**config.mk**
```make
export PLATFORM = sky130hd
export DESIGN_NAME = memr_word_loader
export DESIGN_NICKNAME = d
export VERILOG_FILES = /design/src/rtl/memr_word_loader.sv
export SDC_FILE = /design/constraint.sdc
export NUM_CORES = 1
export LEC_CHECK = 0
export ABC_AREA = 1
export CORE_MARGIN = 1.5
export CORE_UTILIZATION = 30
export DETAILED_ROUTE_END_ITERATION = 16
export MAX_ROUTING_LAYER = met4
export PLACE_DENSITY = 0.52
export RECOVER_POWER = 50
export SLEW_MARGIN = 0
export SYNTH_ARGS = -nofsm -noshare
export SYNTH_HDL_FRONTEND = slang
export SYNTH_SLANG_ARGS = --single-unit
```
**constraint.sdc**
```tcl
create_clock -name clk -period 3.45 [get_ports clk]
set_input_delay 0.69 -clock clk [delete_from_list [all_inputs] [get_ports clk]]
set_output_delay 0.69 -clock clk [all_outputs]
set_load 0.05 [all_outputs]
```
**src/rtl/memr_word_loader.sv**
```systemverilog
// -----------------------------------------------------------------------------
// memr_word_loader
//
// Write-side feeder for the wide-word vector memory. Elements arrive over a
// valid/ready handshake and are packed no_of_units at a time into one memory
// word, lowest lane first. Each packed word is written at sequential word
// addresses starting at 0. When the programmed number of words has been
// written, finish is raised and held until the next accepted start or reset.
//
// Optional build macro: MEMR_LOADER_CHECKSUM_EN
//   When defined, adds output 'checksum': the running modulo-2^element_width
//   sum of every element accepted in the current job.
//
// Ports:
//   clk               rising-edge clock
//   reset             synchronous, active-high reset
//   start             single-cycle job start; honoured only in IDLE or DONE
//   num_words         words to write; sampled on accepted start, clamped to
//                     memory_height+1
//   in_data           element payload
//   in_valid          element present
//   in_ready          loader can accept an element this cycle
//   mem_write_data    packed word (holds last value while not writing)
//   mem_write_enable  one-cycle write strobe
//   mem_write_address word address of the current write
//   busy              job in progress (FILL or WRITE)
//   finish            job complete
//   checksum          (MEMR_LOADER_CHECKSUM_EN only) running element sum
// -----------------------------------------------------------------------------
module memr_word_loader #(
    parameter int element_width = 32,
    parameter int no_of_units   = 8,
    parameter int memory_height = 1000,
    parameter int address_width = $clog2(memory_height) + 1
) (
    input  logic                                 clk,
    input  logic                                 reset,
    input  logic                                 start,
    input  logic [address_width-1:0]             num_words,
    input  logic [element_width-1:0]             in_data,
    input  logic                                 in_valid,
    output logic                                 in_ready,
    output logic [no_of_units*element_width-1:0] mem_write_data,
    output logic                                 mem_write_enable,
    output logic [address_width-1:0]             mem_write_address,
    output logic                                 busy,
    output logic                                 finish
`ifdef MEMR_LOADER_CHECKSUM_EN
    ,
    output logic [element_width-1:0]             checksum
`endif
);

    localparam int word_width = no_of_units * element_width;
    localparam int lane_width = (no_of_units > 1) ? $clog2(no_of_units) : 1;
    localparam logic [address_width-1:0] max_words = address_width'(memory_height + 1);
    localparam logic [lane_width-1:0]    last_lane = lane_width'(no_of_units - 1);

    typedef enum logic [1:0] {
        IDLE,
        FILL,
        WRITE,
        DONE
    } state_t;

    state_t                   state;
    logic [lane_width-1:0]    lane_count;
    logic [address_width-1:0] word_count;
    logic [address_width-1:0] word_target;
    logic [address_width-1:0] word_count_next;
    logic [word_width-1:0]    pack_reg;
    logic [word_width-1:0]    pack_next;
    logic                     accept;

    assign accept          = (state == FILL) && in_valid && in_ready;
    assign word_count_next = word_count + 1'b1;

    // Packed word including the element offered this cycle, so the last lane
    // can go straight to mem_write_data on the same edge it is accepted.
    always_comb begin
        pack_next = pack_reg;
        pack_next[int'(lane_count) * element_width +: element_width] = in_data;
    end

    always_ff @(posedge clk) begin
        if (reset) begin
            state             <= IDLE;
            in_ready          <= 1'b0;
            mem_write_enable  <= 1'b0;
            mem_write_address <= '0;
            mem_write_data    <= '0;
            busy              <= 1'b0;
            finish            <= 1'b0;
            lane_count        <= '0;
            word_count        <= '0;
            word_target       <= '0;
            pack_reg          <= '0;
`ifdef MEMR_LOADER_CHECKSUM_EN
            checksum          <= '0;
`endif
        end else begin
            mem_write_enable <= 1'b0;
            case (state)
                IDLE, DONE: begin
                    if (start) begin
                        word_target <= (num_words > max_words) ? max_words : num_words;
                        word_count  <= '0;
                        lane_count  <= '0;
                        finish      <= 1'b0;
`ifdef MEMR_LOADER_CHECKSUM_EN
                        checksum    <= '0;
`endif
                        if (num_words == '0) begin
                            state  <= DONE;
                            finish <= 1'b1;
                            busy   <= 1'b0;
                        end else begin
                            state    <= FILL;
                            in_ready <= 1'b1;
                            busy     <= 1'b1;
                        end
                    end
                end

                FILL: begin
                    if (accept) begin
                        pack_reg <= pack_next;
`ifdef MEMR_LOADER_CHECKSUM_EN
                        checksum <= checksum + in_data;
`endif
                        if (lane_count == last_lane) begin
                            state             <= WRITE;
                            in_ready          <= 1'b0;
                            mem_write_enable  <= 1'b1;
                            mem_write_data    <= pack_next;
                            mem_write_address <= word_count;
                        end else begin
                            lane_count <= lane_count + 1'b1;
                        end
                    end
                end

                WRITE: begin
                    word_count <= word_count_next;
                    lane_count <= '0;
                    if (word_count_next == word_target) begin
                        state  <= DONE;
                        finish <= 1'b1;
                        busy   <= 1'b0;
                    end else begin
                        state    <= FILL;
                        in_ready <= 1'b1;
                    end
                end

                default: state <= IDLE;
            endcase
        end
    end

endmodule

```
* Yosys cells after proc, flatten, opt, wreduce, memory -nomap -nowiden *
Index checks and enable logic that the tools add are counted.

word-level totals
  flip-flop bits (word level) = 554
  input port bits = 47
  output and inout port bits = 271
  logic and storage cells = 75

cells by class
  $add $sub $neg = 3
  magnitude comparators = 1
  eq/ne operators = 12
  shifts and indexed selects = 2
  mux-type cells = 29
  bitwise logic cells = 2
  reductions and logical operators = 15

operators by type and width
  cell                                                             number
  bitwise mux 256 bit                                              1
  variable shift 32 x 33 -> 256 bit, first input constant          1
  indexed part select 32 x 33 -> 256 bit                           1
  negation 8 -> 33 bit                                             1
  2-to-1 mux 11 bit                                                2
  one-hot mux 11 bit (2 select lines)                              1
  2-to-1 mux 1 bit                                                 12
  != test 2 bit, second input constant                             6
  AND reduction 3 bit                                              4
  adder 11 x 1 -> 11 bit, second input constant                    1
  equality test 11 bit                                             1
  greater-than comparator 11 x 10 -> 1 bit, second input constant  1
  zero test 11 bit                                                 1
  2-to-1 mux 2 bit                                                 5
  2-to-1 mux 3 bit                                                 3
  one-hot mux 3 bit (3 select lines)                               1
  one-hot mux 2 bit (3 select lines)                               1
  AND reduction 2 bit                                              3
  AND reduction 5 bit                                              1
  equality test 2 bit, second input constant                       2
  one-hot mux 1 bit (2 select lines)                               2
  adder 3 x 1 -> 3 bit, second input constant                      1
  equality test 3 bit, second input constant                       1
  one-hot mux 1 bit (3 select lines)                               1
  other kinds (8)                                                  10

* Depth between registers and ports, before layout *
  depth in word-level cells = 5
  mapped depth = 16
  depth with buffers taken out = 15

* Worst setup path after synthesis *
No wires, ideal clock.

  path kind = register -> register
  from = reg lane_count[0]
  to = reg pack_reg[12]
  setup time = 116 ps
  arrival = 2475 ps
  required time = 3334 ps
  setup slack = 858 ps
  stages on the path, launching flop included = 14
  buffers on the path = 4
  clock period less this slack = 2592 ps
  cell sequence = dfxtp_1 buf_6 inv_1 clkbuf_1 ha_1 ha_1 buf_2 inv_1 nand4_1 clkbuf_1 a21oi_1 nand2_1 o211ai_1 inv_1

on the way
  longest elaborated chain between the ends = 3
  elaborated cells between the ends (all ways) = 4
  those cells by class = add/sub (1); shift (2); mux (1)

RTL lines
  item                                                                                         RTL line  RTL
  start: declaration                                                                           67        logic [lane_width-1:0] lane_count;
  start signal: assignment                                                                     138       lane_count <= lane_count + 1'b1;
  negation 8 -> 33 bit (*)                                                                     82        pack_next[int'(lane_count) * element_width +: element_width] = in_data;
  indexed part select 32 x 33 -> 256 bit or variable shift 32 x 33 -> 256 bit (tied branches)  82
  bitwise mux 256 bit (*)                                                                      82
  end signal: assignment                                                                       127       pack_reg <= pack_next;
  end: declaration                                                                             71        logic [word_width-1:0] pack_reg;

Mark *: on every way between the ends. The rest lies on a longest branch, timed or not.
A chain may end at the register's enable or synchronous reset.

* Worst setup path after layout *
  from = reg state[1]
  to = reg pack_reg[26]

on the way
  longest elaborated chain between the ends = 4

RTL lines
  item                                      RTL line  RTL
  start: declaration                        66        state_t state;
  start signal: assignment                  87        state <= IDLE;
  start signal: assignment                  114       state <= DONE;
  start signal: assignment                  118       state <= FILL;
  equality test 2 x 1 -> 1 bit (*)          75, 103
  logical AND 1 bit (2 in series)           75        assign accept = (state == FILL) && in_valid && in_ready;
  AND reduction 2 bit (no source line) (*)  n/a

Marks and branches as above.

==> flow_results.org <==
** Drt
- Detailed-route DRC error count :: 0
- The routed layout has 21.1k vias.
- Detailed-route wire length :: 80700 um
- Post-route ant nets :: 0
- In this run, the number of DRC markers left after iteration 0 of detailed routing was 1641.
- After detailed routing, the number of vias per cell comes to 4.71.
- Drt first pass iters :: 5
- After detailed routing, the average wire length per cell comes to 18.0 um.

** Logic synthesis
- Synthesis produced a netlist with a net count of 3250.
- Yosys mapped a number of flops with a built-in enable equal to 0.
- Flop and latch count out of synthesis :: 554
- Total number of yosys warnings :: 0
- Sequential elements use 47.8% of the synthesized area.
- Among all flip-flop cells after synthesis, the most frequent one is sky130_fd_sc_hd__dfxtp_1.
- Synth cell types :: 34
- Average instance area after synthesis :: 7.26 um2
- Counting flops with an async set or reset pin after synthesis yields a share of 0%.
- Mapped Cells :: 3195
- The cell area that synthesis handed to floorplanning was 23200 um2.

** Power and ir drop
- For this design the ratio of total power to cell area is 599 nW/um2.
- PnR Total Power :: 17.7 mW
- Static power due to leakage :: 13.7 nW
- Worst supply voltage drop on vdd :: 0.511 mV

** Clocking
- Number of instances resized during post-cts repair :: 0
- Post-CTS timing repair inserted 0 buffers for setup.
- Clock slew seen by the registers of the worst setup and hold paths :: 0.06 ns
- The tree built by TritonCTS fans out to 554 sinks.
- Clock H-tree levels :: 2
- For this design, the CTS-stage hold fixing added 0 buffers.
- Cts bufs inserted :: 61
- Counting along the longest clock path gives a buffer depth of 3.
- The cell sitting at the root of the clock tree is a sky130_fd_sc_hd__clkbuf_16.
- TritonCTS clock tree :: built
- Clock latency on the worst-skew pair, taken at its later pin, is 0.63 ns.

** STA
- Max_slew headroom :: -4.35%
- Setup violations remaining at the end of the flow were counted as 0.
- Tcrit/Tclk final :: 85.7%
- Counting I/O delays and the setup requirement, the final critical path takes 2.96 ns.
- The worst path meets setup with 0.494 ns of slack.
- On the final layout, the worst clock skew is 0.0141 ns.
- For the pin with the worst max-slew slack, the measured transition is 1.57 ns.
- Static timing analysis puts the maximum clock frequency at 338 MHz.
- Worst hold slack after final layout :: 0.458 ns
- Unrepaired setup endpoints after global routing :: false
- For the final routed database, the setup TNS stands at 0 ns.
- The number of hold violations in the final report is 0.
- Final Max Tran Viols :: 111

** Outcome
- The run finished, with violations left.
- Violated checks :: slew limit

** Critical path
- STA classifies the critical path endpoint as a register.
- The cell that appears most often on the critical path is sky130_fd_sc_hd__inv_1.
- The critical path contains buffers and inverters numbering 4 combined.
- Critical path startpoint category :: register
- Traced cell by cell, the critical path runs through inv_1 > ha_1 > nand3_1 > inv_8 > buf_6 > nand2_1 > o211ai_1 > inv_1.
- Worst path required time :: 3.95 ns
- Of all nets on the critical path, the largest fanout is 201.
- STA puts the critical path data arrival time at 3.46 ns.
- Critical Path Slowest Stage Cell :: sky130_fd_sc_hd__buf_6
- Among cell families on the critical path, the largest total delay comes from buffers and inverters.
- WS Path Type :: reg2reg
- For this run, the slowest stage of the critical path takes 0.85 ns.

** Die
- Die X-Extent :: 281 um
- The floorplan step defined a die boundary enclosing 79000 um2.
- For this design the top-level I/O count stands at 318.
- Once the floorplan was initialized, standard cells occupied 30.4% of the core.
- In this run the core area contains 101 standard-cell rows.
- The floorplan step defined a core boundary enclosing 76200 um2.
- In this run the vertical extent of the chip is 281 um.

** Final layout
- Fill cells in the final layout number 8038.
- Area taken by flip-flops and latches :: 11100 um2
- Area taken by multi-input logic gates :: 9250 um2
- Number of standard cells in the layout, taps in and fillers out :: 4474
- The final layout contains 3446 nets.
- Cells with a size suffix above 1 make up 4.79% of the layout.
- Final cell utilization of the core :: 38.7%
- After routing the design area is 29500 um2.
- The area growth from synthesis to layout is 27.1%.

** GRT
- After global routing the overflow that remains totals 0.
- Wire length of the first global-routing pass :: 120000 um
- Entering global routing, the biggest net connects 202 pins.
- The via count of the first global-routing pass is 18.9k.
- For this run, the total global-route usage over all layers was measured as 20.6%.
- Number of antenna violations at the first check in global routing :: 8

** Flow run
- # Max-Cap Violations :: 0

** Placement
- Final weighted congestion in routability-driven placement :: 0.789
- Counting tap cells, the placed design contains a total of 4358 instances.
- Quantity of I/O buffers inserted on ports :: 317
- Placed wire-length estimate :: 51700 um
- Post-place setup slack :: 0.642 ns
- Total cell area at the placement stage :: 27400 um2

** Min path
- The tightest min-delay check is of the reg2reg type.
per-layer routing:
metal	GRT usage, %	vias to the layer above	share of wire [%]
met4	6.75	0	3.3
met2	31.4	547	45
met1	28.0	9616	47
met5	-	-	0
met3	2.61	112	4.9
li1	-	10800	-
cells in the mapped netlist, types with 2 or more instances:
cell                       instances  share of area, %
sky130_fd_sc_hd__a21oi_1         238               5.1
sky130_fd_sc_hd__o21ai_1          62               1.3
sky130_fd_sc_hd__or2_2             2             0.054
sky130_fd_sc_hd__inv_1           499               8.1
sky130_fd_sc_hd__buf_2            36              0.78
sky130_fd_sc_hd__o21bai_1          5              0.16
sky130_fd_sc_hd__dfxtp_1         554                48
sky130_fd_sc_hd__nand3_1         214               4.6
sky130_fd_sc_hd__inv_2             2             0.032
sky130_fd_sc_hd__nor3_1            4             0.086
sky130_fd_sc_hd__a211oi_1          4              0.13
sky130_fd_sc_hd__nor2_4            2             0.097
sky130_fd_sc_hd__o31ai_1           4              0.13
sky130_fd_sc_hd__nor2_1          338               5.5
sky130_fd_sc_hd__nand2_1         362               5.9
sky130_fd_sc_hd__nand4_1           3             0.081
sky130_fd_sc_hd__o211ai_1        174               5.6
sky130_fd_sc_hd__ha_1              8              0.43
sky130_fd_sc_hd__clkbuf_1        180               2.9
sky130_fd_sc_hd__o21ai_0         472                10
sky130_fd_sc_hd__buf_1            19              0.31
cells by family after synthesis:
logic type / Yosys count / share of synthesized area [%]
buffers and inverters: 738 / 12.2
AND/OR/NAND/NOR: 933 / 16.7
adder cells (fa/ha/maj): 8 / 0.432
AO/OA/AOI/OAI: 961 / 22.8
flip-flops: 554 / 47.8
multiplexers: 1 / 0.0432
worst min-delay path: stages (launching register included):
cell                      delay [ns]
sky130_fd_sc_hd__dfxtp_1        0.31
sky130_fd_sc_hd__inv_1          0.05
sky130_fd_sc_hd__a21oi_1        0.05
final cells by class:
type,count,area share (%)
Antenna cell,1,0.00849
Clock buffer,94,6.26
Clock inverter,21,1.14
Inverter,501,6.45
Multi-Input combinational cell,1903,31.4
Sequential cell,554,37.6
Tap cell,1030,4.37
Timing Repair Buffer,370,12.8
worst paths after layout:
check	from	to	slack (ns)	cells after the start
worst max-delay path	state[1]	pack_reg[26]	0.49	8
worst min-delay path	finish	finish	0.46	2
worst max register to register	state[1]	pack_reg[26]	0.49	8
worst min register to register	finish	finish	0.46	2
report_power, final:
group	internal (mW)	switching, mW	total (mW)
Clock	4.33	2.74	7.07
Sequential	6.86	0.209	7.07
Combinational	1.03	2.49	3.52
cell usage in the layout, fill, tap and decap left out, types with 3 or more instances in the layout:
master                            count
sky130_fd_sc_hd__a21oi_1            238
sky130_fd_sc_hd__nand4_1              3
sky130_fd_sc_hd__o211ai_1           174
sky130_fd_sc_hd__clkbuf_8            15
sky130_fd_sc_hd__bufinv_16            9
sky130_fd_sc_hd__or2_2                3
sky130_fd_sc_hd__clkbuf_16           63
sky130_fd_sc_hd__clkbuf_1            18
sky130_fd_sc_hd__o21bai_1             5
sky130_fd_sc_hd__nand2_1            362
sky130_fd_sc_hd__o21ai_0            472
sky130_fd_sc_hd__dlygate4sd3_1      216
sky130_fd_sc_hd__nor2_1             339
sky130_fd_sc_hd__clkdlybuf4s50_1    100
sky130_fd_sc_hd__nor3_1               4
sky130_fd_sc_hd__clkinv_2            11
sky130_fd_sc_hd__a211oi_1             4
sky130_fd_sc_hd__buf_6                3
sky130_fd_sc_hd__ha_1                 8
sky130_fd_sc_hd__buf_4               33
sky130_fd_sc_hd__buf_12              15
sky130_fd_sc_hd__inv_1              497
sky130_fd_sc_hd__nand3_1            214
sky130_fd_sc_hd__o21ai_1             62
sky130_fd_sc_hd__o31ai_1              4
sky130_fd_sc_hd__dfxtp_1            554
Power figures use the tool's default switching activity.
